### src/rtl/irq_pkg.sv
// Shared constants, bank encodings and FSM state type for the interrupt dispatcher.
package irq_pkg;

  localparam int NCH   = 9;
  localparam int NBANK = 3;

  localparam logic [1:0] BANK_A = 2'd0;
  localparam logic [1:0] BANK_B = 2'd1;
  localparam logic [1:0] BANK_C = 2'd2;

  typedef enum logic [1:0] {
    IDLE    = 2'd0,
    EVAL    = 2'd1,
    PRESENT = 2'd2,
    CLEAR   = 2'd3
  } state_t;

endpackage

### src/rtl/irq_prio_resolve.sv
// Combinational winner selection: bank A over B over C, lowest channel within a bank.
module irq_prio_resolve #(
  parameter int NCH = 9
) (
  input  logic [NCH-1:0] elig_a,
  input  logic [NCH-1:0] elig_b,
  input  logic [NCH-1:0] elig_c,
  output logic           hit,
  output logic [1:0]     bank,
  output logic [3:0]     chan
);
  import irq_pkg::*;

  // Scanning from the top down lets the lowest set index overwrite the result last.
  function automatic logic [3:0] lowest_set(input logic [NCH-1:0] v);
    logic [3:0] idx;
    idx = '0;
    for (int i = NCH - 1; i >= 0; i--) begin
      if (v[i]) idx = 4'(i);
    end
    return idx;
  endfunction

  // Pick the first non-empty bank in priority order and report its lowest channel.
  always_comb begin
    hit  = 1'b0;
    bank = BANK_A;
    chan = '0;
    if (|elig_a) begin
      hit  = 1'b1;
      bank = BANK_A;
      chan = lowest_set(elig_a);
    end else if (|elig_b) begin
      hit  = 1'b1;
      bank = BANK_B;
      chan = lowest_set(elig_b);
    end else if (|elig_c) begin
      hit  = 1'b1;
      bank = BANK_C;
      chan = lowest_set(elig_c);
    end
  end

endmodule

### src/rtl/irq_dispatch_ctrl.sv
// Interrupt dispatcher: sticky pending bits per bank, per-channel enable,
// priority resolution and a valid/ack presentation to the host.
module irq_dispatch_ctrl #(
  parameter int NCH = 9
) (
  input  logic           clk,
  input  logic           rst,
  input  logic [NCH-1:0] req_a,
  input  logic [NCH-1:0] req_b,
  input  logic [NCH-1:0] req_c,
  input  logic [NCH-1:0] en,
  input  logic           irq_ack,
  output logic           irq_valid,
  output logic [1:0]     irq_bank,
  output logic [3:0]     irq_chan,
  output logic           pending_any,
  output logic           busy
);
  import irq_pkg::*;

  state_t         state_q, state_d;
  logic [NCH-1:0] pend_a_q, pend_a_d;
  logic [NCH-1:0] pend_b_q, pend_b_d;
  logic [NCH-1:0] pend_c_q, pend_c_d;
  logic [1:0]     irq_bank_q, irq_bank_d;
  logic [3:0]     irq_chan_q, irq_chan_d;

  logic [NCH-1:0] elig_a, elig_b, elig_c;
  logic [NCH-1:0] clr_mask, clr_a, clr_b, clr_c;
  logic           res_hit;
  logic [1:0]     res_bank;
  logic [3:0]     res_chan;

  assign elig_a      = pend_a_q & en;
  assign elig_b      = pend_b_q & en;
  assign elig_c      = pend_c_q & en;
  assign pending_any = |{elig_a, elig_b, elig_c};
  assign busy        = (state_q != IDLE);
  assign irq_bank    = irq_bank_q;
  assign irq_chan    = irq_chan_q;

  irq_prio_resolve #(.NCH(NCH)) u_resolve (
    .elig_a (elig_a),
    .elig_b (elig_b),
    .elig_c (elig_c),
    .hit    (res_hit),
    .bank   (res_bank),
    .chan   (res_chan)
  );

  // Retire the presented bit during CLEAR; a request on the same bit re-sets it.
  always_comb begin
    clr_mask = '0;
    clr_a    = '0;
    clr_b    = '0;
    clr_c    = '0;
    if (state_q == CLEAR) begin
      clr_mask = {{(NCH-1){1'b0}}, 1'b1} << irq_chan_q;
      case (irq_bank_q)
        BANK_A:  clr_a = clr_mask;
        BANK_B:  clr_b = clr_mask;
        BANK_C:  clr_c = clr_mask;
        default: ;
      endcase
    end
    pend_a_d = (pend_a_q & ~clr_a) | req_a;
    pend_b_d = (pend_b_q & ~clr_b) | req_b;
    pend_c_d = (pend_c_q & ~clr_c) | req_c;
  end

  // Handshake FSM; the winner is captured once in EVAL and held through PRESENT.
  always_comb begin
    state_d    = state_q;
    irq_bank_d = irq_bank_q;
    irq_chan_d = irq_chan_q;
    irq_valid  = 1'b0;
    case (state_q)
      IDLE: begin
        if (pending_any) state_d = EVAL;
      end
      EVAL: begin
        if (res_hit) begin
          irq_bank_d = res_bank;
          irq_chan_d = res_chan;
          state_d    = PRESENT;
        end else begin
          state_d = IDLE;
        end
      end
      PRESENT: begin
        irq_valid = 1'b1;
        if (irq_ack) state_d = CLEAR;
      end
      CLEAR: begin
        state_d = IDLE;
      end
      default: state_d = IDLE;
    endcase
  end

  // State, pending and winner registers with synchronous reset.
  always_ff @(posedge clk) begin
    if (rst) begin
      state_q    <= IDLE;
      pend_a_q   <= '0;
      pend_b_q   <= '0;
      pend_c_q   <= '0;
      irq_bank_q <= '0;
      irq_chan_q <= '0;
    end else begin
      state_q    <= state_d;
      pend_a_q   <= pend_a_d;
      pend_b_q   <= pend_b_d;
      pend_c_q   <= pend_c_d;
      irq_bank_q <= irq_bank_d;
      irq_chan_q <= irq_chan_d;
    end
  end

endmodule

### config.mk
export PLATFORM = sky130hd
export DESIGN_NAME = irq_dispatch_ctrl
export DESIGN_NICKNAME = d
export VERILOG_FILES = /design/src/rtl/irq_pkg.sv /design/src/rtl/irq_prio_resolve.sv /design/src/rtl/irq_dispatch_ctrl.sv
export SDC_FILE = /design/constraint.sdc
export NUM_CORES = 1
export LEC_CHECK = 0
export ABC_AREA = 1
export CORE_ASPECT_RATIO = 0.75
export CORE_MARGIN = 4
export CORE_UTILIZATION = 50
export CTS_CLUSTER_DIAMETER = 100
export DETAILED_ROUTE_END_ITERATION = 16
export GPL_ROUTABILITY_DRIVEN = 0
export PLACE_DENSITY = 0.82
export SKIP_CTS_REPAIR_TIMING = 1
export SLEW_MARGIN = 20
export SYNTH_ARGS = -nofsm -noshare
export SYNTH_HDL_FRONTEND = slang
export SYNTH_SLANG_ARGS = --single-unit
### constraint.sdc
create_clock -name clk -period 2.6 [get_ports clk]
set_input_delay 0.52 -clock clk [delete_from_list [all_inputs] [get_ports clk]]
set_output_delay 0.52 -clock clk [all_outputs]
set_load 0.05 [all_outputs]
==> results of run 1 <==
-- cells by family after synthesis --
group,Yosys count,synth area share
flip-flops,35,0.3758
AO/OA/AOI/OAI,71,0.2007
buffers and inverters,46,0.09396
AND/OR/NAND/NOR,124,0.3295
-- metal layers --
| metal | share of wire | wire length, um | track usage |
|---|---|---|---|
| met1 | 0.47 | 2187 | 0.2640 |
| met2 | 0.44 | 2051 | 0.3386 |
| met3 | 0.076 | 358 | 0.05341 |
| met4 | 0.018 | 83 | 0.07980 |
| met5 | 0 | 0 | 0 |
-- through the flow --
stage	util	cell area, um2	cells	hold slack [ns]	power, uW
floorplan	-	1864	276	0.4496	864.3
global placement	0.7032	2407	371	0.4607	995.5
detailed placement	0.7032	2407	371	0.4674	1001
CTS	0.7270	2489	379	0.4798	1370
global route	0.7270	2489	379	0.4938	1435
finish	0.7270	2489	379	0.4776	1365
-- where the power goes --
group	internal, uW	switching [uW]
combinational	154	231
sequential	579	28.4
clock	188	184
total	922	444
-- registers in the layout, summed over array words and instances, names as in the netlist, named ones only --
name      flops
irq_bank      2
irq_chan      4
pend_a_q      9
pend_b_q      9
pend_c_q      9
state_q       1
-- worst max-delay path by stage --
stage | from | endpoint | slack, ns
CTS | en[7] | pending_any | 0.18
finish | en[7] | pending_any | 0.16
global placement | en[7] | pending_any | 0.22
floorplan | en[6] | pending_any | 0.88
detailed placement | en[7] | pending_any | 0.21
global route | en[7] | pending_any | 0.07
-- cell type report --
cell class / instances / area, um2 / share of cell area
Clock inverter: 1 / 5.005 / 0.002011
Timing Repair Buffer: 49 / 495.5 / 0.1991
Clock buffer: 7 / 76.32 / 0.03067
Inverter: 42 / 160.2 / 0.06435
Tap cell: 50 / 62.56 / 0.02514
Multi-Input combinational cell: 195 / 988.4 / 0.3972
Sequential cell: 35 / 700.7 / 0.2815
-- cell usage after synthesis --
cell type,number
nand3_1,10
inv_1,40
nand4_1,2
o21ai_1,2
inv_4,1
buf_1,1
a31oi_1,1
nand3_4,2
a21oi_2,4
nand2_2,8
nor2_2,2
inv_2,1
o21bai_1,1
nor2_8,1
nand2_8,1
a21oi_1,33
nand2_4,1
nand2_1,79
nor2_4,5
dfxtp_1,35
clkbuf_1,3
nor2_1,12
nor3_1,1
o21ai_0,30
-- critical path, cell delays in order --
cell and delay [ns]:
clkdlybuf4s50_1 0.51, nand2_2 0.14, nand2_2 0.07, nor2_4 0.15, nand3_4 0.10, inv_2 0.12, nand3_4 0.12, buf_12 0.18
-- layout by cell type, fill, tap and decap left out --
| master | instances |
|---|---|
| nand2_1 | 79 |
| clkdlybuf4s50_1 | 46 |
| inv_1 | 40 |
| dfxtp_1 | 35 |
| a21oi_1 | 33 |
| o21ai_0 | 30 |
| nor2_1 | 12 |
| nand3_1 | 10 |
| nand2_2 | 8 |
| nor2_4 | 5 |
| clkbuf_8 | 5 |
| a21oi_2 | 4 |
| nand3_4 | 2 |
| nor2_2 | 2 |
| nand4_1 | 2 |
| o21ai_1 | 2 |
| clkbuf_1 | 2 |
| buf_4 | 2 |
| inv_2 | 1 |
| nand2_4 | 1 |
| nor2_8 | 1 |
| nor3_1 | 1 |
| nand2_8 | 1 |
| inv_4 | 1 |
| a31oi_1 | 1 |
| o21bai_1 | 1 |
| clkinv_2 | 1 |
| buf_12 | 1 |
==> summary.md, run 1 <==
| Metric | Value |
|---|---|
| Die Area | `approximately 4800 um2` |
| Count of different cell masters after synthesis | `24` |
| DRC viols | `0` |
| First-pass GRT wire length | `between 7000 and 8000 um` |
| Synth warn | `0` |
| Largest net degree at the start of global routing | `15` |
| Hold_sp | `pend_b_q[6]$_SDFF_PP0_` |
| Fin crit share | `0.9380` |
| Clock Latency Late Sink | `between 0.2 and 0.3 ns` |
| Fin worst setup slack | `0.1611 ns` |
| Number of global-route vias before repair | `about 1700` |
| Syn nets | `~320` |
| Final hold violations | `0` |
| Initial core utilization | `0.5446` |
| Post-DR wirelength/cell | `about 12 um` |
| Syn-to-layout area delta | `33.49%` |
| Initial DRC count | `127` |
| Max Freq | `around 0.41 GHz` |
| Final Slew Violations | `0` |
| Worst r2r dst | `irq_chan[2]$_SDFFE_PP0P_` |
| Yosys reg bits | `35` |
| Routed vias/inst | `~5.0` |
| Chip Height | `slightly above 60 um` |
| Arrival @ worst endpoint | `about 1.9 ns` |
| Antenna diode count | `0` |
| Detailed placer's ending HPWL | `between 3000 and 4000 um` |
| Maximum VDD drop | `between 300 and 400 uV` |
| I/O Buffers | `47` |
| Num rows | `18` |
| Worst r2r src | `pend_a_q[3]$_SDFF_PP0_` |
| CORE AREA | `between 3000 and 4000 um2` |
| Sequential fraction of the synthesis area | `0.3758` |
| Num CTS Buffers | `5` |
| Longest Clk Path Bufs | `2` |
| Worst reg2reg path depth | `10` |
| DRT Pass-1 Iters | `5` |
| Clock root cell | `clkbuf_8` |
| PwrDens | `around 550 nW/um2` |
| Die W | `between 70 and 80 um` |
| FILL cells | `291` |
| Grt total ovfl | `0` |
| Final setup vio count | `0` |
| Post-DRT Antenna Nets | `0` |
| Largest cells by area after synthesis | `dfxtp_1 38%, nand2_1 16%, a21oi_1 8.9%, inv_1 8.1%, o21ai_0 8.1%` |
| Crit path kind | `in -> out` |
| Hold WC Path Type | `reg -> reg` |
| Minimum clock period | `about 2.4 ns` |
| Layout cells sized above 1 | `0.1064` |
| Largest area contributor in the netlist | `dfxtp_1` |
| WP data required | `2.08 ns` |
| Dpl ws | `between 0.2 and 0.25 ns` |
| Worst Setup Start Kind | `input pin` |
| Synthesized instance count | `276` |
| Run status | `finished clean` |
| Avg Inst Size Synth | `6.755 um2` |
| Antenna violations before repair | `0` |
| Clk sink count | `35` |
| Overall routing resource usage | `0.2060` |
| Reg2reg setup slack | `about 1.1 ns` |
| Final worst clock skew | `around 0.0027 ns` |
| Post-Syn Area | `between 1500 and 2000 um2` |
| CTS tree | `yes` |
| Tightest Pin Transition | `0.4983 ns` |
| Synth top area share | `0.3758` |
| Hold path cells | `2` |
| CP max FO | `5` |
| Max_slew headroom | `0.6667` |
| Io pins | `between 40 and 50` |
| Maxcap violations | `0` |
| Worst Hold Path EP | `pend_b_q[6]$_SDFF_PP0_` |
| CP endpoint kind | `primary output` |
| RSZ-0062 raised after global routing | `no` |
| Final #Nets | `between 300 and 400` |
| Routed vias | `roughly 1900` |
| Leak Pwr | `between 0.001 and 0.0015 uW` |
| Clock-pin slew on the worst setup and hold paths | `approximately 0.060 ns` |
| DRT Wirelength | `approximately 4700 um` |
| Setup TNS | `0 ns` |
| H-tree level count | `2` |
(Power assumes the default switching activity.)
==> inputs of run 2 (changes only) <==
--- a/config.mk
+++ b/config.mk
@@ -7,7 +7,7 @@
 export LEC_CHECK = 0
 export ABC_AREA = 1
 export CORE_ASPECT_RATIO = 0.75
-export CORE_MARGIN = 4
+export CORE_MARGIN = 2
 export CORE_UTILIZATION = 50
 export CTS_CLUSTER_DIAMETER = 100
 export DETAILED_ROUTE_END_ITERATION = 16
==> run 2 against run 1 <==
Effect of this change:
- clock power rose by 57%
- clock skew grew 0.0070 ns
- total power rose by 16%
- non-clock buffer count unchanged
- first-iteration DRC count grew 16%
- wire length decreased by 0.32%
- sequential share of layout area is 0.60 points lower
- largest power group unchanged
==> summary.md, run 2 (same netlist as run 1, synthesis figures left out) <==
| Metric | Value |
|---|---|
| Run status | `finished clean` |
| Hold slack | `0.4783 ns (+0.0007280 ns)` |
| CP max FO | `3 (-2)` |
| Clock Latency Late Sink | `0.30 ns (+0.02 ns)` |
| DRC viols | `0 (unchanged)` |
| Seq pwr share | `0.386 (-0.059)` |
| I/O Buffers | `47 (unchanged)` |
| Detailed placer's ending HPWL | `3572 um (-2.6%)` |
| Grt peak-use layer | `met2` |
| Worst-path cell chain | `clkdlybuf4s50_1 > nand2_1 > nand2_1 > nor2_2 > nand2_1 > nor2_4 > nand3_4 > buf_12` |
| Post-DR wirelength/cell | `12.25 um (-0.84%)` |
| Maximum VDD drop | `347.1 uV (-2.2%)` |
| Antenna violations before repair | `0 (unchanged)` |
| PwrDens | `621.0 nW/um2 (+13%)` |
| Setup TNS | `0 ns (unchanged)` |
| Clock-pin slew on the worst setup and hold paths | `0.08 ns (+0.02 ns)` |
| Clk sink count | `35 (unchanged)` |
| Routed vias | `1946 (+1.9%)` |
| Die Area | `4238 um2 (-11%)` |
| Num CTS Buffers | `5 (unchanged)` |
| Die W | `74.51 um (-5.1%)` |
| Hold WC Path Type | `reg -> reg` |
| Sw Ratio | `0.2926 (-0.03244)` |
| Finished Layout Cells | `381 (+0.53%)` |
| Slowest-stage cell, CP | `clkdlybuf4s50_1` |
| Num rows | `19 (+1)` |
| Initial core utilization | `0.5159 (-0.02866)` |
| Maxcap violations | `0 (unchanged)` |
| Post-DRT Antenna Nets | `0 (unchanged)` |
| Internal | `1117 uW (+21%)` |
| Arrival @ worst endpoint | `1.90 ns (-0.02 ns)` |
| DRT Pass-1 Iters | `4 (-1)` |
| Tightest Pin Transition | `0.5146 ns (+0.01629 ns)` |
| CORE AREA | `3613 um2 (+5.6%)` |
| Leak Pwr | `0.001179 uW (+2.0%)` |
| Max Freq | `0.4135 GHz (+0.85%)` |
| Commonest non-fill, non-tap cell in the layout | `nand2_1` |
| CTS tree | `yes` |
| Longest Clk Path Bufs | `2 (unchanged)` |
| Final setup vio count | `0 (unchanged)` |
| Chip Height | `56.88 um (-6.6%)` |
| Design Area, Final | `2542 um2 (+2.2%)` |
| Antenna diode count | `0 (unchanged)` |
| Overall routing resource usage | `0.2391 (+0.03317)` |
| Placed inst area | `2410 um2 (+0.10%)` |
| WP data required | `2.08 ns (about the same)` |
| Io pins | `48 (unchanged)` |
| DRT Wirelength | `4666 um (-0.32%)` |
| RSZ-0062 raised after global routing | `no` |
| Final Slew Violations | `0 (unchanged)` |
| Largest regs | `pend_a_q x9, pend_b_q x9, pend_c_q x9` |
| Worst Path Buf+Inv | `2 (-1)` |
| Fin crit share | `0.9301 (-0.007897)` |
| Number of global-route vias before repair | `1763 (+2.0%)` |
| Final #Nets | `367 (unchanged)` |
| Final hold violations | `0 (unchanged)` |
| Layout cells sized above 1 | `0.1094 (+0.003040)` |
| Slowest stage delay, CP | `0.47 ns (-0.04 ns)` |
| CP endpoint kind | `primary output` |
| First-pass GRT wire length | `7603 um (+0.73%)` |
| Switching power | `462.1 uW (+4.1%)` |
| Syn-to-layout area delta | `36.38%` |
| Most frequent CP cell | `nand2_1` |
| Combinational fraction of design power | `0.245 (-0.038)` |
| Largest net degree at the start of global routing | `19 (+4)` |
| Worst Setup Start Kind | `input pin` |
| GRT met2 Usage | `0.3666 (+0.02805)` |
| Grt total ovfl | `0 (unchanged)` |
| Crit-path leading delay family | `simple AND/OR/NAND/NOR gates` |
| Clock root cell | `clkbuf_8` |
| H-tree level count | `2 (unchanged)` |
| Final worst clock skew | `0.009747 ns (+0.007027 ns)` |
| Max_slew headroom | `0.6559 (-0.01084)` |
| Placed cell count | `373 (+0.54%)` |
| Met3 Usage GRT | `0.07181 (+0.01840)` |
| Grt met1 use | `0.3079 (+0.04398)` |
| Initial DRC count | `147 (+16%)` |
| Routed vias/inst | `5.108 (+1.3%)` |
| Crit path kind | `in -> out` |
| Minimum clock period | `2.418 ns (-0.02053 ns)` |
| Clock network power share | `0.370 (+0.098)` |
| Most frequent cells in the layout | `79 x nand2_1, 46 x clkdlybuf4s50_1, 40 x inv_1` |
## run 2: cell type report
| cell class | instances | area (um2) |
|---|---|---|
| timing repair buffer | 49 | 495.5 |
| fill | 330 | 1071 |
| inverter | 42 | 160.2 |
| tap | 52 | 65.06 |
| sequential | 35 | 700.7 |
| clock buffer | 6 | 72.57 |
| multi-input combinational | 195 | 988.4 |
| clock inverter | 2 | 60.06 |
## run 2: power groups by stage
stage	combinational (uW)	sequential (uW)	clock [uW]
2_1_floorplan	223	642	0
3_3_place_gp	377	619	0
3_5_place_dp	383	620	0
4_1_cts	385	608	585
5_1_grt	425	613	607
6_report	387	609	583
## run 2: worst min-delay path, stage by stage, from the launching register on
cell and delay, ns:
dfxtp_1 0.31, o21ai_0 0.07, a21oi_1 0.06
## run 2: routing by layer
layer,wire [um],share of wire,up-vias
met4,105,0.023,0
met1,2130,0.46,866
li1,-,-,983
met2,2063,0.44,85
met5,0,0,-
met3,367,0.079,12
## run 2: stage by stage
stage,power (uW),util,setup slack [ns]
after global placement,995.1,0.6669,0.2343
after floorplan,864.3,-,0.8845
after detailed placement,1003,0.6669,0.2004
after CTS,1578,0.7036,0.1892
after global routing,1645,0.7036,0.08405
final,1579,0.7036,0.1816
## run 2: path summary, 6_finish.rpt
check	start	slack (ns)	end	depth (start not counted)
worst max-delay path	en[2]	0.18	pending_any	8
worst min-delay path	pend_c_q[5]$_SDFF_PP0_	0.48	pend_c_q[5]$_SDFF_PP0_	2
worst max register to register	pend_c_q[6]$_SDFF_PP0_	1.11	irq_chan[2]$_SDFFE_PP0P_	10
worst min register to register	pend_c_q[5]$_SDFF_PP0_	0.48	pend_c_q[5]$_SDFF_PP0_	2
